[src/rtl/stream_pkg.sv]
// Shared types and defaults for the streaming slice sequencer.
// Direction and FSM encodings are used by both the sequencer and the placement logic.
package stream_pkg;

    localparam int unsigned STREAM_WIDTH = 24;

    typedef enum logic {
        STREAM_RIGHT = 1'b0,
        STREAM_LEFT  = 1'b1
    } stream_dir_e;

    typedef enum logic [1:0] {
        IDLE,
        SLICE,
        DONE
    } seq_state_e;

endpackage

[src/rtl/stream_slice_place.sv]
// Combinational write of one right-aligned slice into the accumulator.
// Right: ptr is the top bit of the slice. Left: ptr is the bottom bit of the slice.
module stream_slice_place
    import stream_pkg::*;
#(
    parameter int unsigned WIDTH = STREAM_WIDTH,
    parameter int unsigned LEN_W = $clog2(WIDTH + 1)
) (
    input  logic [WIDTH-1:0] acc,
    input  logic [WIDTH-1:0] slice_bits,
    input  logic [LEN_W:0]   w,
    input  logic [LEN_W:0]   ptr,
    input  stream_dir_e      dir,
    output logic [WIDTH-1:0] acc_next
);

    localparam logic [LEN_W:0] WIDTH_L = (LEN_W + 1)'(WIDTH);
    localparam logic [LEN_W:0] ONE_L   = (LEN_W + 1)'(1);

    logic [LEN_W:0]   pos;
    logic [WIDTH-1:0] mask;

    always_comb begin
        pos  = '0;
        mask = '0;
        if (dir == STREAM_LEFT) begin
            pos = ptr;
        end else begin
            pos = ptr + ONE_L - w;
        end
        // Mask confines the write to exactly w bits, so nothing outside the stream region is touched.
        mask     = {WIDTH{1'b1}} >> (WIDTH_L - w);
        mask     = mask << pos;
        acc_next = (acc & ~mask) | ((slice_bits << pos) & mask);
    end

endmodule

[src/rtl/stream_slice_sequencer.sv]
// Sequenced streaming reorder: one slice per clock, >> preserves slice order, << reverses it.
// Result is left-justified and zero-filled below the stream length.
module stream_slice_sequencer
    import stream_pkg::*;
#(
    parameter int unsigned WIDTH = STREAM_WIDTH,
    parameter int unsigned LEN_W = $clog2(WIDTH + 1)
) (
    input  logic             clk,
    input  logic             rst_n,
    input  logic             in_valid,
    output logic             in_ready,
    input  logic [WIDTH-1:0] in_data,
    input  logic [LEN_W-1:0] in_len,
    input  logic [LEN_W-1:0] in_slice,
    input  logic             in_dir,
    output logic             out_valid,
    input  logic             out_ready,
    output logic [WIDTH-1:0] out_data,
    output logic [LEN_W-1:0] out_slices,
    output logic             busy
);

    localparam logic [LEN_W:0]   WIDTH_L = (LEN_W + 1)'(WIDTH);
    localparam logic [LEN_W:0]   TOP_L   = (LEN_W + 1)'(WIDTH - 1);
    localparam logic [LEN_W-1:0] CNT_ONE = LEN_W'(1);

    seq_state_e       state;
    stream_dir_e      dir;
    logic [WIDTH-1:0] s_reg;
    logic [WIDTH-1:0] acc;
    logic [LEN_W:0]   ptr;
    logic [LEN_W:0]   rem;
    logic [LEN_W:0]   slice_sz;
    logic [LEN_W-1:0] cnt;

    logic [LEN_W:0]   len_c;
    logic [LEN_W:0]   slice_c;
    logic [WIDTH-1:0] s_init;
    logic [LEN_W:0]   w;
    logic [WIDTH-1:0] slice_bits;
    logic [WIDTH-1:0] acc_next;

    // Request normalisation: clamp length, map slice 0 to full width, cap slice at length.
    always_comb begin
        len_c   = {1'b0, in_len};
        slice_c = {1'b0, in_slice};
        s_init  = '0;
        if (len_c > WIDTH_L) begin
            len_c = WIDTH_L;
        end
        if (slice_c == '0) begin
            slice_c = WIDTH_L;
        end
        if (slice_c > len_c) begin
            slice_c = len_c;
        end
        s_init = in_data & ({WIDTH{1'b1}} >> (WIDTH_L - len_c));
        s_init = s_init << (WIDTH_L - len_c);
    end

    always_comb begin
        w          = (slice_sz < rem) ? slice_sz : rem;
        slice_bits = s_reg >> (WIDTH_L - w);
    end

    stream_slice_place #(
        .WIDTH (WIDTH),
        .LEN_W (LEN_W)
    ) u_place (
        .acc        (acc),
        .slice_bits (slice_bits),
        .w          (w),
        .ptr        (ptr),
        .dir        (dir),
        .acc_next   (acc_next)
    );

    always_ff @(posedge clk) begin
        if (!rst_n) begin
            state      <= IDLE;
            dir        <= STREAM_RIGHT;
            s_reg      <= '0;
            acc        <= '0;
            ptr        <= '0;
            rem        <= '0;
            slice_sz   <= '0;
            cnt        <= '0;
            in_ready   <= 1'b1;
            out_valid  <= 1'b0;
            out_data   <= '0;
            out_slices <= '0;
            busy       <= 1'b0;
        end else begin
            case (state)
                IDLE: begin
                    if (in_valid) begin
                        dir      <= stream_dir_e'(in_dir);
                        s_reg    <= s_init;
                        acc      <= '0;
                        rem      <= len_c;
                        slice_sz <= slice_c;
                        cnt      <= '0;
                        ptr      <= (in_dir == STREAM_LEFT) ? (WIDTH_L - len_c) : TOP_L;
                        in_ready <= 1'b0;
                        busy     <= 1'b1;
                        state    <= (len_c == '0) ? DONE : SLICE;
                    end
                end
                SLICE: begin
                    s_reg <= s_reg << w;
                    acc   <= acc_next;
                    ptr   <= (dir == STREAM_LEFT) ? (ptr + w) : (ptr - w);
                    rem   <= rem - w;
                    cnt   <= cnt + CNT_ONE;
                    if (rem == w) begin
                        state <= DONE;
                    end
                end
                DONE: begin
                    // First DONE cycle latches the result; later cycles hold it until taken.
                    if (!out_valid) begin
                        out_valid  <= 1'b1;
                        out_data   <= acc;
                        out_slices <= cnt;
                    end else if (out_ready) begin
                        out_valid <= 1'b0;
                        in_ready  <= 1'b1;
                        busy      <= 1'b0;
                        state     <= IDLE;
                    end
                end
                default: begin
                    state    <= IDLE;
                    in_ready <= 1'b1;
                    busy     <= 1'b0;
                end
            endcase
        end
    end

endmodule

[config.mk]
export PLATFORM = sky130hd
export DESIGN_NAME = stream_slice_sequencer
export DESIGN_NICKNAME = d
export VERILOG_FILES = /design/src/rtl/stream_pkg.sv /design/src/rtl/stream_slice_place.sv /design/src/rtl/stream_slice_sequencer.sv
export SDC_FILE = /design/constraint.sdc
export NUM_CORES = 1
export LEC_CHECK = 0
export CAP_MARGIN = 20
export CORE_ASPECT_RATIO = 0.75
export CORE_MARGIN = 2
export CORE_UTILIZATION = 60
export DETAILED_ROUTE_END_ITERATION = 6
export HOLD_SLACK_MARGIN = 0.03
export PLACE_DENSITY_LB_ADDON = 0.1
export SLEW_MARGIN = 20
export SYNTH_ARGS = -nofsm -noshare
export SYNTH_HDL_FRONTEND = slang
export SYNTH_SLANG_ARGS = --single-unit
export TNS_END_PERCENT = 50
[constraint.sdc]
create_clock -name clk -period 14.77 [get_ports clk]
set_input_delay 2.2155 -clock clk [delete_from_list [all_inputs] [get_ports clk]]
set_output_delay 2.2155 -clock clk [all_outputs]
set_load 0.02 [all_outputs]
==> reports/metrics.yaml, run 1 <==
sta:
  fmaxAchievable_mhz: 143
  final_min_period_over_clock_period: 0.474
  tightest_slew_ns: 1.14
  setup_violations: 0
  final_max_slew_viol_count: 0
  grt_setup_unrepaired: "false"
  final.setup_skew_ns: 0.0122
  finalSetupTns_ns: 0
  post-route-min-period_ns: 7.01
  slew_headroom: 0.234
  timing_hold_violations_final: 0
drt:
  drt.antenna.violating_nets: 0
  drt_wl_total_um: 47700
  first_pass_iters: 7
  route.detailed.wl_per_inst_um: 23.5
  overall_via_count_from_detail_route: 14800
  post_drt_via_cell_ratio: 7.26
  drt-initial-drc-count: 2854
  route.detailed.drc: 22
critical_path:
  worst_path_most_repeated_cell: "sky130_fd_sc_hd__inv_1"
  critical_path_cell_by_cell: "clkdlybuf4s50_1, nand2_1, and2_0, buf_4, inv_1, ha_1, inv_1, ha_1, buf_4, inv_1, nand2_1, a21oi_1, o22a_1, mux2i_1, a22o_1, nor2_1, a2111oi_0, a311oi_1, a211oi_1"
  worst-path-buf-inv: 6
  r2r_slack_ns: 7.98
  crit_path_max_incr_delay_ns: 0.61
  cp_data_arrival_time_ns: 7.30
  crit_path_top_delay_cell: "sky130_fd_sc_hd__inv_1"
  critical_path_class: "in -> reg"
  worst_ep_required_time_ns: 15.06
  critPathTopFamily: "buffers and inverters"
  crit_path_start_kind: "primary input"
  worstPathMaxFanout: 36
  crit_path_end_kind: "register"
placement:
  dp_hpwl_um: 34900
  gp_congestion: 1.07
  port_buffers: 70
floorplanning:
  floorplan.die.width_um: 171
  rows: 45
  pin_count: 71
  die_y_um: 129
  initial_core_util: 0.615
  design.core.area_sq_um: 20400
  die_area_sq_um: 22100
yosys:
  yosysMostFrequentCell: "sky130_fd_sc_hd__nand2_1"
  post_synth_inst_count: 1804
  ys_dominant_reg_cell: "sky130_fd_sc_hd__dfxtp_1"
  mappedNetlistArea_sq_um: 12500
  synth_warnings: 0
  synth_enable_flop_cells: 0
  synth-async-reset-ratio: 0
  synthDominantCellAreaShare: 0.168
  yosys-top-cells-area: "sky130_fd_sc_hd__dfxtp_1 17%, sky130_fd_sc_hd__mux2i_1 7.7%, sky130_fd_sc_hd__nand2_1 7.5%"
  synth_seq_cells: 105
  synth_top_cell_by_area: "sky130_fd_sc_hd__dfxtp_1"
  synth.distinct_cells: 99
  synthesis.area_per_instance_sq_um: 6.95
  synth_commonest_cells: "251 x sky130_fd_sc_hd__nand2_1, 163 x sky130_fd_sc_hd__nor2_1, 159 x sky130_fd_sc_hd__a21oi_1"
  synth_seq_area_share: 0.168
  synth.net_count: 1878
grt:
  track_usage: 0.429
  grt_max_degree: 69
  global_route_wire_length_before_repair_um: 74900
  grt_overflow: 0
  first_global_vias: 13200
  antenna_found_initial: 1
clock_tree:
  cts_h_tree_lvls: 3
  clkLatencyLatePin_ns: 0.38
  clkSinkCount: 105
  cts_tree: "done"
  clockBufferDepth: 2
  cts.hold.buffers_added: 0
  cts-resized-gates: 0
  buffer_count_from_post_cts_setup_fixing: 0
  clk_pin_slew_ns: 0.08
  cts_root_buf: "sky130_fd_sc_hd__clkbuf_16"
  total_clock_buffers_created_by_cts: 9
layout:
  finish.net_count: 1821
  num_antenna_cells: 0
  drive_above_1_share: 0.0805
  area_growth_syn_to_layout_pct: 7.41
  nFillCells: 1846
job:
  cap_viol_max_count: 0
min_path:
  holdCritPathClass: "reg -> reg"
run_status:
  outcome: "finished with violations"
  violations: "design-rule violations"
## layer usage
layer	vias to the layer above	wire length, um	global-route usage
met5	-	0	0
met1	6775	20500	0.640
li1	6654	-	-
met3	135	7830	0.148
met4	0	1080	0.103
met2	1212	18300	0.585
## cells in the final DEF, fill, tap and decap left out, types with 20 or more instances in the layout
master                            instances
sky130_fd_sc_hd__a31oi_1                 20
sky130_fd_sc_hd__clkdlybuf4s50_1         70
sky130_fd_sc_hd__dfxtp_1                105
sky130_fd_sc_hd__mux2i_1                 94
sky130_fd_sc_hd__ha_1                    33
sky130_fd_sc_hd__inv_1                   44
sky130_fd_sc_hd__nor3_1                  60
sky130_fd_sc_hd__mux2_2                  22
sky130_fd_sc_hd__nand2_1                251
sky130_fd_sc_hd__a21oi_1                159
sky130_fd_sc_hd__nor2_1                 160
sky130_fd_sc_hd__o21ai_0                118
sky130_fd_sc_hd__o22ai_1                 24
sky130_fd_sc_hd__o211ai_1                35
sky130_fd_sc_hd__buf_4                   24
sky130_fd_sc_hd__nand3_1                 70
sky130_fd_sc_hd__a211oi_1                61
## worst register-to-register path, cell delays in order, from the launching register on
cell and delay, ns:
sky130_fd_sc_hd__dfxtp_1 0.65, sky130_fd_sc_hd__inv_1 0.12, sky130_fd_sc_hd__ha_1 0.35, sky130_fd_sc_hd__nand3_1 0.08
sky130_fd_sc_hd__a21o_1 0.21, sky130_fd_sc_hd__o211a_1 0.65, sky130_fd_sc_hd__a21o_4 0.23, sky130_fd_sc_hd__inv_2 0.20
sky130_fd_sc_hd__ha_1 0.46, sky130_fd_sc_hd__nor2b_1 0.26, sky130_fd_sc_hd__mux2_2 0.37, sky130_fd_sc_hd__o21ai_2 0.52
sky130_fd_sc_hd__and2_1 0.90, sky130_fd_sc_hd__a32oi_1 0.27, sky130_fd_sc_hd__o32ai_1 0.53, sky130_fd_sc_hd__mux2i_1 0.18
sky130_fd_sc_hd__o21a_1 0.29, sky130_fd_sc_hd__a2bb2oi_1 0.17, sky130_fd_sc_hd__a211oi_1 0.27
## worst paths after layout
path | start | end | cells after the start
worst max-delay path | in_len[3] | s_reg[12] | 19
worst min-delay path | out_data[15] | out_data[15] | 2
worst max register to register | rem[3] | acc[11] | 18
worst min register to register | out_data[15] | out_data[15] | 2
## kinds of logic (layout without fill, tap and decap cells)
group,Yosys count,count (layout),synth area share
AOI/OAI and AO/OA,654,654,0.362
and+or+nand+nor,645,645,0.230
buffers and inverters,213,161,0.0714
muxes,134,134,0.120
DFF,105,105,0.168
adders and majority gates,35,35,0.0361
xor gates and xnor gates,18,18,0.0126
## metrics by stage
step                      hold WS, ns  setup slack (ns)  utilization  cells  instance area (sq um)
after floorplan                 0.427              9.10            -   1804                  12500
after global placement          0.439              7.59        0.644   2016                  13100
after detailed placement        0.446              7.49        0.644   2017                  13100
after CTS                       0.458              7.86        0.660   2033                  13400
after global routing            0.476              7.30        0.661   2034                  13500
final                           0.455              7.76        0.661   2034                  13500
## area by class of cell
type / instances / area (sq um) / share of cell area
clock buffer: 9 / 225 / 0.0167
clock inverter: 7 / 88.8 / 0.00659
inverter: 49 / 184 / 0.0137
multi-input combinational: 1486 / 9610 / 0.713
sequential: 105 / 2100 / 0.156
tap: 282 / 353 / 0.0262
timing repair buffer: 96 / 907 / 0.0673
Power of run 1 is not shown: default switching activity piles up to over one toggle a cycle in this logic, so the estimate is an artifact.
==> run 2, diff against run 1 <==
CORE_UTILIZATION = 56   (was 60)
clock period = 6.2 ns   (was 14.77 ns; I/O delays follow)
==> run 2 against run 1 <==
  * The run still ends with design-rule violations left
  * Clock skew is 0.0094 ns higher
  * Non-clock buffer count is 34 higher
  * Wire length is 3.0% higher
  * Via count is 0.93% higher
  * Critical endpoint is now acc[5]
  * Largest cell class unchanged
  * Highest routed layer is now met5
==> reports/metrics.yaml, run 2 (synthesis gave the netlist of run 1 again) <==
run_status:
  outcome: "finished with violations"
  violations: "design-rule violations"
grt:
  global_route_wire_length_before_repair_um: 77500  # +3.5%
  track_usage: 0.415  # -0.0139
  first_global_vias: 13500  # +2.6%
  grt_max_degree: 58  # -16%
  antenna_found_initial: 3  # +2
  grt_overflow: 0  # unchanged
critical_path:
  crit_path_start_kind: "register"
  worstPathMaxFanout: 25  # -31%
  worstReg2RegStart: "rem[1]"
  crit_path_end_kind: "register"
  critical_path_class: "reg -> reg"
  r2r_slack_ns: 0.43  # -7.55 ns
  cp_data_arrival_time_ns: 6.08  # -1.22 ns
  timing.critical_path.from: "rem[1]"
  worst_ep_required_time_ns: 6.51  # -8.55 ns
sta:
  slew_headroom: 0.263  # +0.0283
  grt_setup_unrepaired: "false"
  final.setup_skew_ns: 0.0216  # +0.00937 ns
  timing_hold_violations_final: 0  # unchanged
  fmaxAchievable_mhz: 173
  final_max_slew_viol_count: 0  # unchanged
  setup_violations: 0  # unchanged
  finalSetupTns_ns: 0  # unchanged
  tightest_slew_ns: 1.11  # -0.0345 ns
  final_min_period_over_clock_period: 0.931
  post-route-min-period_ns: 5.77
clock_tree:
  buffer_count_from_post_cts_setup_fixing: 0  # unchanged
  clkSinkCount: 105  # unchanged
  clkLatencyLatePin_ns: 0.39  # about the same
  cts_tree: "done"
  clk_pin_slew_ns: 0.09  # about the same
  clockBufferDepth: 2  # unchanged
  cts-resized-gates: 0  # unchanged
  cts_h_tree_lvls: 3  # unchanged
  total_clock_buffers_created_by_cts: 9  # unchanged
  cts_root_buf: "sky130_fd_sc_hd__clkbuf_16"
  cts.hold.buffers_added: 0  # unchanged
floorplanning:
  floorplan.die.width_um: 177  # +3.4%
  initial_core_util: 0.570  # -0.0451
  die_area_sq_um: 23600  # +6.9%
  pin_count: 71  # unchanged
  die_y_um: 134  # +3.4%
  design.core.area_sq_um: 22000  # +7.9%
  rows: 47  # +4.4%
drt:
  route.detailed.wl_per_inst_um: 23.6  # +0.71%
  overall_via_count_from_detail_route: 14900  # +0.93%
  drt.antenna.violating_nets: 0  # unchanged
  first_pass_iters: 7  # unchanged
  drt-initial-drc-count: 2836  # -0.63%
  drt_wl_total_um: 49100  # +3.0%
  post_drt_via_cell_ratio: 7.17  # -1.3%
  route.detailed.drc: 19  # -14%
layout:
  final_cells: 2080  # +2.3%
  finish.net_count: 1855  # +1.9%
  multiInputGateArea_sq_um: 9600  # about the same
  final_core_utilization: 0.625  # -0.0362
  drive_above_1_share: 0.0974  # +0.0169
  layout_commonest_cell: "sky130_fd_sc_hd__nand2_1"
  layout_common_cells: "251 x sky130_fd_sc_hd__nand2_1, 160 x sky130_fd_sc_hd__nor2_1, 159 x sky130_fd_sc_hd__a21oi_1, 118 x sky130_fd_sc_hd__o21ai_0, 105 x sky130_fd_sc_hd__dfxtp_1"
  nFillCells: 2068  # +12%
  design_area_sq_um: 13700  # +2.0%
  num_antenna_cells: 0  # unchanged
  area_growth_syn_to_layout_pct: 9.56
  ff_latch_area_sq_um: 2100  # unchanged
job:
  cap_viol_max_count: 0  # unchanged
placement:
  port_buffers: 70  # unchanged
  gp_congestion: 1.08  # +0.88%
  numPlacedInstances: 2064  # +2.3%
  dp_hpwl_um: 36800  # +5.4%
  placed_cell_area_sq_um: 13400  # +2.2%
min_path:
  holdCritPathClass: "reg -> reg"
  hold_path.startpoint: "acc[3]"
-- run 2: cell types whose count changed in the layout (fill, tap and decap cells not counted), sizes merged --
cell  change
buf      +34
-- run 2: path summary, 6_finish.rpt --
check | to | cells past startpoint
setup / recovery | acc[5] | 17
setup reg to reg | acc[5] | 17
hold / removal | out_data[3] | 2
hold reg to reg | out_data[3] | 2
-- run 2: per-layer routing --
layer	up-vias	part of all wire	global-route usage
li1	6717	-	-
met1	6965	0.44	0.629
met2	1100	0.38	0.546
met3	128	0.15	0.142
met4	4	0.024	0.111
met5	-	0.00047	0
-- run 2: through the flow --
step / hold slack [ns] / worst slack (ns)
after floorplan: 0.427 / 0.712
after global routing: 0.470 / 0.219
after CTS: 0.456 / 0.685
after global placement: 0.442 / 0.811
final: 0.454 / 0.430
after detailed placement: 0.444 / 0.743
-- run 2: cell type report --
cell class / count / area share
multi-input combinational: 1486 / 0.699
clock inverter: 7 / 0.00665
timing repair buffer: 130 / 0.0850
inverter: 49 / 0.0134
sequential: 105 / 0.153
clock buffer: 9 / 0.0164
tap: 294 / 0.0268
-- run 2: worst max-delay path: stages (launching register included) --
cell	delay, ns
sky130_fd_sc_hd__dfxtp_1	0.65
sky130_fd_sc_hd__inv_1	0.19
sky130_fd_sc_hd__ha_1	0.37
sky130_fd_sc_hd__a21oi_4	0.21
sky130_fd_sc_hd__o21a_2	0.21
sky130_fd_sc_hd__mux2i_4	0.38
sky130_fd_sc_hd__ha_1	0.45
sky130_fd_sc_hd__or2_2	0.26
sky130_fd_sc_hd__mux2_4	0.18
sky130_fd_sc_hd__nand2_1	0.21
sky130_fd_sc_hd__buf_12	0.25
sky130_fd_sc_hd__o31ai_1	0.34
sky130_fd_sc_hd__a21oi_1	0.13
sky130_fd_sc_hd__a311oi_2	0.55
sky130_fd_sc_hd__mux2i_2	0.32
sky130_fd_sc_hd__o211a_1	0.42
sky130_fd_sc_hd__or3b_1	0.41
sky130_fd_sc_hd__a21oi_1	0.16
Power of run 2 is left out for the same reason.
